$ cat src/rtl/mem_dbus_stage_pkg.sv
// Shared constants and types for the MEM data-bus stage.
package mem_dbus_stage_pkg;

    // Bus widths
    localparam int RegBusW     = 32;
    localparam int RegAddrBusW = 5;
    localparam int DBusSelW    = 4;

    // Common values
    localparam logic [RegBusW-1:0]     ZeroWord     = 32'h0000_0000;
    localparam logic [RegAddrBusW-1:0] NOPRegAddr   = 5'b00000;
    localparam logic                   WriteEnable  = 1'b1;
    localparam logic                   WriteDisable = 1'b0;
    localparam logic                   Stop         = 1'b1;
    localparam logic                   NoStop       = 1'b0;

    // Load/store operation codes
    localparam logic [7:0] EXE_LB_OP  = 8'b1110_0000;
    localparam logic [7:0] EXE_LH_OP  = 8'b1110_0001;
    localparam logic [7:0] EXE_LW_OP  = 8'b1110_0011;
    localparam logic [7:0] EXE_LBU_OP = 8'b1110_0100;
    localparam logic [7:0] EXE_LHU_OP = 8'b1110_0101;
    localparam logic [7:0] EXE_SB_OP  = 8'b1110_1000;
    localparam logic [7:0] EXE_SH_OP  = 8'b1110_1001;
    localparam logic [7:0] EXE_SW_OP  = 8'b1110_1011;

    // MEM access FSM states
    typedef enum logic [1:0] {
        MemIdle = 2'b00,
        MemBusy = 2'b01,
        MemDone = 2'b10
    } mem_state_e;

    typedef logic [DBusSelW-1:0] dbus_sel_t;

endpackage

$ cat src/rtl/mem_align.sv
// Combinational lane logic: byte selects and store-data replication for a
// bus access, plus big-endian extraction and extension of load data.
module mem_align
    import mem_dbus_stage_pkg::*;
(
    input  logic [7:0]         i_aluop,
    input  logic [1:0]         i_offset,
    input  logic [RegBusW-1:0] i_reg2,
    input  logic [RegBusW-1:0] i_rdata,
    output logic               o_is_mem,
    output logic               o_is_load,
    output logic               o_is_store,
    output logic               o_aligned,
    output dbus_sel_t          o_sel,
    output logic [RegBusW-1:0] o_wdata,
    output logic [RegBusW-1:0] o_ldata
);

    logic [7:0]  w_byte;
    logic [15:0] w_half;

    // Pick the addressed byte/halfword; offset 0 is the most significant lane.
    always_comb begin
        w_half = i_offset[1] ? i_rdata[15:0] : i_rdata[31:16];
        case (i_offset)
            2'd0:    w_byte = i_rdata[31:24];
            2'd1:    w_byte = i_rdata[23:16];
            2'd2:    w_byte = i_rdata[15:8];
            default: w_byte = i_rdata[7:0];
        endcase
    end

    // Decode the operation into lane selects, store data and load result.
    always_comb begin
        // NOTE: every output gets a default first so no path leaves a value
        // unassigned, which would otherwise infer a latch.
        o_is_mem   = 1'b0;
        o_is_load  = 1'b0;
        o_is_store = 1'b0;
        o_aligned  = 1'b1;
        o_sel      = 4'b0000;
        o_wdata    = ZeroWord;
        o_ldata    = ZeroWord;
        case (i_aluop)
            EXE_LB_OP, EXE_LBU_OP: begin
                o_is_mem  = 1'b1;
                o_is_load = 1'b1;
                o_sel     = 4'b1000 >> i_offset;
                o_ldata   = (i_aluop == EXE_LB_OP) ? {{24{w_byte[7]}}, w_byte}
                                                   : {24'h0, w_byte};
            end
            EXE_LH_OP, EXE_LHU_OP: begin
                o_is_mem  = 1'b1;
                o_is_load = 1'b1;
                o_aligned = ~i_offset[0];
                o_sel     = i_offset[1] ? 4'b0011 : 4'b1100;
                o_ldata   = (i_aluop == EXE_LH_OP) ? {{16{w_half[15]}}, w_half}
                                                   : {16'h0, w_half};
            end
            EXE_LW_OP: begin
                o_is_mem  = 1'b1;
                o_is_load = 1'b1;
                o_aligned = (i_offset == 2'b00);
                o_sel     = 4'b1111;
                o_ldata   = i_rdata;
            end
            EXE_SB_OP: begin
                o_is_mem   = 1'b1;
                o_is_store = 1'b1;
                o_sel      = 4'b1000 >> i_offset;
                o_wdata    = {4{i_reg2[7:0]}};
            end
            EXE_SH_OP: begin
                o_is_mem   = 1'b1;
                o_is_store = 1'b1;
                o_aligned  = ~i_offset[0];
                o_sel      = i_offset[1] ? 4'b0011 : 4'b1100;
                o_wdata    = {2{i_reg2[15:0]}};
            end
            EXE_SW_OP: begin
                o_is_mem   = 1'b1;
                o_is_store = 1'b1;
                o_aligned  = (i_offset == 2'b00);
                o_sel      = 4'b1111;
                o_wdata    = i_reg2;
            end
            default: ;
        endcase
    end

endmodule

$ cat src/rtl/mem_dbus_stage.sv
// MEM pipeline stage: runs loads/stores over a req/ack data bus, stalls the
// pipe while an access is outstanding, and passes everything else through.
module mem_dbus_stage
    import mem_dbus_stage_pkg::*;
(
    input  logic                   clk,
    input  logic                   rst,
    input  logic [RegAddrBusW-1:0] wd_i,
    input  logic                   wreg_i,
    input  logic [RegBusW-1:0]     wdata_i,
    input  logic [RegBusW-1:0]     hi_i,
    input  logic [RegBusW-1:0]     lo_i,
    input  logic                   whilo_i,
    input  logic [7:0]             aluop_i,
    input  logic [RegBusW-1:0]     mem_addr_i,
    input  logic [RegBusW-1:0]     reg2_i,
    input  logic [5:0]             stall,
    output logic [RegAddrBusW-1:0] wd_o,
    output logic                   wreg_o,
    output logic [RegBusW-1:0]     wdata_o,
    output logic [RegBusW-1:0]     hi_o,
    output logic [RegBusW-1:0]     lo_o,
    output logic                   whilo_o,
    output logic                   stallreq_o,
    output logic                   dbus_req_o,
    output logic                   dbus_we_o,
    output logic [RegBusW-1:0]     dbus_addr_o,
    output dbus_sel_t              dbus_sel_o,
    output logic [RegBusW-1:0]     dbus_wdata_o,
    input  logic                   dbus_ack_i,
    input  logic [RegBusW-1:0]     dbus_rdata_i
);

    mem_state_e         r_state;
    mem_state_e         w_next;
    logic [RegBusW-1:0] r_ldata;

    logic               w_is_mem;
    logic               w_is_load;
    logic               w_is_store;
    logic               w_aligned;
    dbus_sel_t          w_sel;
    logic [RegBusW-1:0] w_wdata;
    logic [RegBusW-1:0] w_ldata;
    logic               w_start;
    logic               w_unused;

    // Only this stage's stall bit matters here.
    assign w_unused = ^{stall[5], stall[3:0]};

    mem_align u_align (
        .i_aluop    (aluop_i),
        .i_offset   (mem_addr_i[1:0]),
        .i_reg2     (reg2_i),
        .i_rdata    (dbus_rdata_i),
        .o_is_mem   (w_is_mem),
        .o_is_load  (w_is_load),
        .o_is_store (w_is_store),
        .o_aligned  (w_aligned),
        .o_sel      (w_sel),
        .o_wdata    (w_wdata),
        .o_ldata    (w_ldata)
    );

    // Misaligned ops never reach the bus; they retire as NOP writes.
    assign w_start = (r_state == MemIdle) && w_is_mem && w_aligned;

    // State register.
    always_ff @(posedge clk or posedge rst) begin
        // NOTE: sequential state uses non-blocking assignments so every
        // register samples pre-edge values regardless of statement order.
        if (rst) r_state <= MemIdle;
        else     r_state <= w_next;
    end

    // Next-state logic: IDLE -> BUSY on a valid op, BUSY -> DONE on ack,
    // DONE -> IDLE once the instruction moves on to mem_wb.
    always_comb begin
        w_next = r_state;
        case (r_state)
            MemIdle: if (w_start) w_next = MemBusy;
            MemBusy: if (dbus_ack_i) w_next = MemDone;
            MemDone: if (stall[4] == NoStop) w_next = MemIdle;
            default: w_next = MemIdle;
        endcase
    end

    // Bus request fields and load-result capture; fields hold while BUSY.
    always_ff @(posedge clk or posedge rst) begin
        if (rst) begin
            dbus_req_o   <= 1'b0;
            dbus_we_o    <= 1'b0;
            dbus_addr_o  <= ZeroWord;
            dbus_sel_o   <= 4'b0000;
            dbus_wdata_o <= ZeroWord;
            r_ldata      <= ZeroWord;
        end else begin
            case (r_state)
                MemIdle: begin
                    if (w_start) begin
                        dbus_req_o   <= 1'b1;
                        dbus_we_o    <= w_is_store;
                        dbus_addr_o  <= {mem_addr_i[31:2], 2'b00};
                        dbus_sel_o   <= w_sel;
                        dbus_wdata_o <= w_wdata;
                    end
                end
                MemBusy: begin
                    if (dbus_ack_i) begin
                        dbus_req_o <= 1'b0;
                        if (w_is_load) r_ldata <= w_ldata;
                    end
                end
                default: ;
            endcase
        end
    end

    // Outputs to mem_wb and the stall controller.
    always_comb begin
        wd_o       = wd_i;
        wreg_o     = wreg_i;
        wdata_o    = wdata_i;
        hi_o       = hi_i;
        lo_o       = lo_i;
        whilo_o    = whilo_i;
        stallreq_o = 1'b0;
        if (rst) begin
            wd_o    = NOPRegAddr;
            wreg_o  = WriteDisable;
            wdata_o = ZeroWord;
            hi_o    = ZeroWord;
            lo_o    = ZeroWord;
            whilo_o = WriteDisable;
        end else begin
            stallreq_o = (r_state == MemBusy) || w_start;
            if (w_is_mem) begin
                if (!w_aligned) begin
                    wd_o    = NOPRegAddr;
                    wreg_o  = WriteDisable;
                    wdata_o = ZeroWord;
                end else if (w_is_store) begin
                    wreg_o = WriteDisable;
                end else if (r_state == MemDone) begin
                    wdata_o = r_ldata;
                end
            end
        end
    end

endmodule
$ cat config.mk
export PLATFORM = sky130hd
export DESIGN_NAME = mem_dbus_stage
export DESIGN_NICKNAME = d
export VERILOG_FILES = /design/src/rtl/mem_dbus_stage_pkg.sv /design/src/rtl/mem_align.sv /design/src/rtl/mem_dbus_stage.sv
export SDC_FILE = /design/constraint.sdc
export NUM_CORES = 1
export LEC_CHECK = 0
export ABC_AREA = 1
export BUFFER_PORTS_ARGS = -buffer_cell sky130_fd_sc_hd__buf_4
export CELL_PAD_IN_SITES_DETAIL_PLACEMENT = 0
export CELL_PAD_IN_SITES_GLOBAL_PLACEMENT = 2
export CORE_ASPECT_RATIO = 0.5
export CORE_MARGIN = 2
export CORE_UTILIZATION = 20
export CTS_BUF_LIST = sky130_fd_sc_hd__clkbuf_2
export DETAILED_ROUTE_END_ITERATION = 7
export PLACE_DENSITY = 0.86
export SLEW_MARGIN = 10
export SYNTH_ARGS = -nofsm -noshare
export SYNTH_HDL_FRONTEND = slang
export SYNTH_HIERARCHICAL = 1
export SYNTH_SLANG_ARGS = --single-unit
$ cat constraint.sdc
create_clock -name clk -period 4.6 [get_ports clk]
set_input_delay 0.92 -clock clk [delete_from_list [all_inputs] [get_ports clk]]
set_output_delay 0.92 -clock clk [all_outputs]
set_load 0.01 [all_outputs]
==> results of run 1 <==
==> path summary, 6_finish.rpt <==
| check | start | endpoint | slack, ns | depth (start not counted) |
|---|---|---|---|---|
| hold reg to reg | r_ldata[31]$_DFFE_PP0P_ | r_ldata[31]$_DFFE_PP0P_ | 0.51 | 2 |
| min in group asynchronous | rst | r_ldata[7]$_DFFE_PP0P_ | 0.45 | 3 |
| hold / removal | dbus_ack_i | r_state[0]$_DFFE_PP0P_ | 0.39 | 2 |
| setup reg to reg | r_state[1]$_DFFE_PP0P_ | r_ldata[13]$_DFFE_PP0P_ | 2.40 | 6 |
| setup / recovery | aluop_i[4] | wdata_o[4] | 0.43 | 12 |
| max in group asynchronous | rst | dbus_addr_o[16]$_DFFE_PP0P_ | 3.60 | 3 |
==> metrics by stage <==
step	instance area (sq um)	hold WS [ns]	total power, uW	instances
detailed placement	10200	0.458	1770	1949
CTS	10300	0.313	2280	1964
finish	10400	0.395	2230	1966
floorplan	6990	0.442	1340	1147
global route	10400	0.311	2380	1966
global placement	10200	0.456	1770	1949
==> worst max-delay path, delay by kind of cell <==
family	cells	cell delay [ns]
AND/OR/NAND/NOR	7	1.26
buffers and inverters	4	0.60
AO/OA/AOI/OAI	1	0.44
==> cell usage after synthesis <==
master / n / share of area, %
nand3_2: 3 / 0.43
o21ai_4: 1 / 0.23
a21oi_1: 5 / 0.36
o21ai_1: 68 / 4.9
buf_1: 4 / 0.22
clkbuf_1: 10 / 0.54
or2_1: 1 / 0.090
inv_2: 2 / 0.11
nor2_4: 2 / 0.32
o21ai_0: 9 / 0.65
dfrtp_1: 102 / 37
buf_2: 39 / 2.8
nand2_1: 330 / 18
nor2_2: 7 / 0.63
nor2_1: 161 / 8.7
nand2_2: 2 / 0.18
inv_1: 209 / 11
buf_4: 15 / 1.6
o211ai_2: 1 / 0.18
nand4_1: 3 / 0.27
conb_1: 1 / 0.054
nand3_1: 171 / 12
==> placed cells by master (no fill, tap or decap), types with 3 or more instances in the layout <==
cell	Yosys	routed
a21oi_1	5	5
buf_4	15	393
clkbuf_2	0	9
dfrtp_1	102	102
inv_1	209	208
inv_6	0	3
nand2_1	330	330
nand3_1	171	170
nand3_2	3	3
nand4_1	3	3
nor2_1	161	161
nor2_2	7	6
nor2_4	2	3
o21ai_0	9	9
o21ai_1	68	68
==> flip-flops by register name, summed over array words and instances (netlist names) <==
register / flops
dbus_wdata_o: 32
r_ldata: 32
dbus_addr_o: 30
dbus_sel_o: 4
r_state: 2
dbus_req_o: 1
dbus_we_o: 1
==> power by group <==
| part | internal [uW] | switching [uW] | total (uW) | leakage (uW) |
|---|---|---|---|---|
| Combinational | 361 | 347 | 708 | 0.00442 |
| Sequential | 986 | 48.0 | 1030 | 0.00139 |
| Clock | 133 | 358 | 491 | 0.0000713 |
==> area by class of cell <==
type / count / area [sq um] / share of cell area, %
multi-input cells: 766 / 3300 / 31.8
repair buffers: 395 / 2990 / 28.9
flip-flops and latches: 102 / 2550 / 24.6
inverters: 211 / 796 / 7.68
well taps: 475 / 594 / 5.74
clock inverters: 6 / 75.1 / 0.725
clock buffers: 9 / 45.0 / 0.435
diodes: 2 / 5.00 / 0.0483
==> logic make-up (layout without fill, tap and decap cells) <==
logic type | after synthesis | after routing | synth area share [%]
simple gates | 680 | 680 | 40.6
compound gates | 84 | 84 | 6.29
flops | 102 | 102 | 36.6
other cells | 1 | 4 | 0.0537
buf+inv | 279 | 621 | 16.5
==> metal layers <==
| metal | track usage, % | up-vias | share of wire (%) |
|---|---|---|---|
| li1 | - | 4131 | - |
| met2 | 26.0 | 140 | 51 |
| met3 | 2.30 | 17 | 3.3 |
| met5 | 0 | - | 0 |
| met4 | 3.29 | 0 | 1.2 |
| met1 | 19.3 | 3449 | 44 |
==> results.py, run 1 <==
metrics = {
    "route": {
        "vias": 7737,
        "drt_iter0_markers": 515,
        "wl_per_cell_um": 14.1,
        "viasPerCell": 3.94,
        "wirelength_mm": 27.7,
        "dr.pass1.iters": 5,
        "route.detailed.drc": 0,
        "ant_nets": 0,
    },
    "floorplanning": {
        "coreArea_sq_mm": 0.0344,
        "die_y_um": 136,
        "dieArea_sq_mm": 0.0365,
        "die-width_um": 268,
        "io_pins": 390,
        "std_cell_rows": 48,
        "initial_core_util_pct": 20.3,
    },
    "clocking": {
        "clockBufferDepth": 2,
        "cts-root-buf": "clkbuf_2",
        "cts.clk_slew.worst_paths_ns": 0.31,
        "post_cts.repair.setup_buffers": 0,
        "hold_buffers": 0,
        "cts_tree": "done",
        "clk_latency_ns": 0.68,
        "h-tree-depth": 3,
        "cts_resized": 0,
        "cts_sinks": 102,
        "numCtsBuffers": 9,
    },
    "synth": {
        "yosysUniqueCellTypes": 22,
        "netlist_area_sq_mm": 0.00698,
        "synth_warnings": 6,
        "synth_area_per_cell_sq_um": 6.09,
        "yosysSeqAreaShare_pct": 36.6,
        "ys_ff_latch": 102,
        "synthCells": 1146,
    },
    "cells_and_area": {
        "drive_above_1_share_pct": 28.9,
        "fin_nets": 1701,
        "syn2layout_area_growth_pct": 48.3,
        "finalCoreUtilization_pct": 30.1,
        "n_fill_cell": 3925,
    },
    "sta": {
        "setup_violations": 0,
        "tightestPinTransition_ns": 0.735,
        "max_freq_mhz": 240,
        "hold_violations": 0,
        "relSlewSlack_pct": 51.0,
        "finalCriticalPeriod_ns": 4.17,
        "finClkSkew_ns": 0.0242,
        "rsz0062_at_grt": "no",
        "report.final.slew_viol_count": 0,
        "tns_ns": 0,
        "period_share_pct": 90.6,
        "layout_setup_ws_ns": 0.432,
    },
    "setup_path": {
        "slowest_stage": "o21ai_4",
        "path_common_cell": "nand2_1",
        "max_stage_delay_ns": 0.44,
        "cp-start-kind": "input port",
        "cp_max_fo": 32,
        "required_ns": 3.68,
        "critical_path_class": "in2out",
        "critPathArrivalTime_ns": 3.25,
        "critical_path.cell_chain": "buf_4, inv_1, nand2_1, nor2_4, nand2_1, nand3_1, nand3_1, o21ai_4, inv_2, nand2_1, nor2_1, buf_4",
        "crit_path_end_kind": "output port",
    },
    "power_and_ir_drop": {
        "powerDensity_mw_per_mm2": 216,
        "peakVddDrop_v": 0.000114,
        "power_leakage_uw": 0.00588,
    },
    "placement": {
        "portBuffers": 382,
        "dp_hpwl_mm": 21.3,
        "gp_congestion": 0.822,
        "place_ws_ns": 0.406,
    },
    "global_routing": {
        "grt_pass1_vias": 7346,
        "gr-usage-all-layers_pct": 14.9,
        "antenna_found_initial": 2,
        "grt_pass1_wl_mm": 41.9,
        "grt_max_degree": 137,
        "grt_overflow": 0,
    },
    "outcome": {
        "status": "completed",
    },
    "hold_path": {
        "hold_path.class": "in2reg",
    },
    "flow_run": {
        "cap_violations": 0,
    },
}
(Power assumes the default switching activity.)
==> run 2, diff against run 1 <==
Settings changed: MAX_ROUTING_LAYER set to met4.
==> results.py, run 2 (synthesis gave the netlist of run 1 again) <==
metrics = {
    "outcome": {
        "status": "completed",
    },
    "placement": {
        "portBuffers": 382,
        "gp_congestion": 0.835,
        "dp_hpwl_mm": 21.3,
        "place_ws_ns": 0.406,
    },
    "clocking": {
        "post_cts.repair.setup_buffers": 0,
        "cts_sinks": 102,
        "h-tree-depth": 3,
        "cts_resized": 0,
        "numCtsBuffers": 9,
        "cts-root-buf": "clkbuf_2",
        "hold_buffers": 0,
        "clk_latency_ns": 0.66,
        "cts_tree": "done",
        "cts.clk_slew.worst_paths_ns": 0.32,
        "clockBufferDepth": 2,
    },
    "route": {
        "wl_met3_um": 923,
        "route.detailed.drc": 0,
        "drt_iter0_markers": 530,
        "met2WireLength_mm": 14.3,
        "viasPerCell": 3.95,
        "wirelength_met1_mm": 12.2,
        "vias": 7774,
        "wirelength_mm": 27.8,
        "dr.pass1.iters": 5,
        "routed.top_layer": "met4",
        "wl_per_cell_um": 14.1,
        "ant_nets": 0,
    },
    "global_routing": {
        "grt_overflow": 0,
        "grt_pass1_vias": 7353,
        "gr-usage-all-layers_pct": 15.3,
        "grt_pass1_wl_mm": 41.9,
        "antenna_found_initial": 2,
        "grt_max_degree": 137,
    },
    "setup_path": {
        "cp-start-kind": "input port",
        "cp_max_fo": 32,
        "critical_path_class": "in2out",
        "critPathArrivalTime_ns": 3.27,
        "crit_path_end_kind": "output port",
        "required_ns": 3.68,
    },
    "sta": {
        "relSlewSlack_pct": 51.0,
        "period_share_pct": 91.1,
        "layout_setup_ws_ns": 0.407,
        "finalCriticalPeriod_ns": 4.19,
        "tns_ns": 0,
        "report.final.slew_viol_count": 0,
        "tightestPinTransition_ns": 0.734,
        "hold_violations": 0,
        "max_freq_mhz": 239,
        "finClkSkew_ns": 0.0273,
        "setup_violations": 0,
        "rsz0062_at_grt": "no",
    },
    "cells_and_area": {
        "reg_top3": "dbus_wdata_o: 32 flops, r_ldata: 32 flops, dbus_addr_o: 30 flops",
        "layout_common_cells": "393 x buf_4, 330 x nand2_1, 208 x inv_1",
        "syn2layout_area_growth_pct": 48.3,
        "drive_above_1_share_pct": 28.9,
        "multiInputGateArea_sq_mm": 0.00330,
        "final_common_cell": "buf_4",
        "n_fill_cell": 3925,
        "seqCellArea_sq_mm": 0.00255,
        "fin_nets": 1701,
    },
    "floorplanning": {
        "initial_core_util_pct": 20.3,
        "std_cell_rows": 48,
        "coreArea_sq_mm": 0.0344,
        "io_pins": 390,
        "die_y_um": 136,
        "dieArea_sq_mm": 0.0365,
        "die-width_um": 268,
    },
    "power_and_ir_drop": {
        "pwr-share-seq_pct": 46.3,
        "total_power_uw": 2240,
        "clockPowerShare_pct": 22.1,
        "comb_power_share_pct": 31.7,
        "p_switching_uw": 754,
        "peakVddDrop_v": 0.000115,
        "sw_frac_of_total_pct": 33.8,
        "powerDensity_mw_per_mm2": 216,
        "internal_power_uw": 1480,
        "power_leakage_uw": 0.00588,
    },
    "hold_path": {
        "hold_path.class": "in2reg",
    },
    "flow_run": {
        "cap_violations": 0,
    },
}
[run 2: cell counts in the layout (fill, tap and decap cells not counted)]
No cell type changed its count.
[run 2: worst max-delay path: stages]
cell and delay, ns:
buf_4 0.11, inv_1 0.04, nand2_1 0.07, nor2_4 0.31, nand2_1 0.22, nand3_1 0.18
nand3_1 0.30, o21ai_4 0.44, inv_2 0.31, nand2_1 0.15, nor2_1 0.05, buf_4 0.14
[run 2: final timing paths]
kind | from | to | slack [ns] | cells after the start
worst max-delay path | aluop_i[4] | wdata_o[19] | 0.41 | 12
worst min-delay path | dbus_ack_i | r_state[0]$_DFFE_PP0P_ | 0.38 | 2
worst max register to register | r_state[1]$_DFFE_PP0P_ | r_ldata[13]$_DFFE_PP0P_ | 2.39 | 6
worst min register to register | r_ldata[12]$_DFFE_PP0P_ | r_ldata[12]$_DFFE_PP0P_ | 0.51 | 2
max in group asynchronous | rst | dbus_addr_o[16]$_DFFE_PP0P_ | 3.62 | 3
min in group asynchronous | rst | r_ldata[7]$_DFFE_PP0P_ | 0.41 | 3
[run 2: cell type report]
class / instances / share of cell area, %
multi-input cells: 766 / 31.8
flip-flops and latches: 102 / 24.6
clock inverters: 6 / 0.725
repair buffers: 395 / 28.9
inverters: 211 / 7.68
diodes: 2 / 0.0483
clock buffers: 9 / 0.435
well taps: 475 / 5.74
[run 2: power by group through the flow]
stage | registers (uW) | clock network, uW | logic [uW]
4_1_cts | 1040 | 522 | 721
2_1_floorplan | 1090 | 0 | 247
6_report | 1030 | 494 | 707
3_5_place_dp | 1050 | 0 | 719
3_3_place_gp | 1050 | 0 | 719
5_1_grt | 1050 | 554 | 781
[run 2: routing by layer]
metal	vias to the layer above	GRT usage [%]
met4	0	3.29
met3	18	2.28
li1	4129	-
met2	143	26.1
met5	-	-
met1	3484	19.2
[run 2: stage by stage]
step | instance area (sq um) | util, % | hold WS (ns) | cells
floorplan | 6990 | - | 0.442 | 1147
global placement | 10200 | 29.7 | 0.456 | 1949
detailed placement | 10200 | 29.7 | 0.458 | 1949
CTS | 10300 | 30.1 | 0.313 | 1964
global route | 10400 | 30.1 | 0.311 | 1966
finish | 10400 | 30.1 | 0.384 | 1966
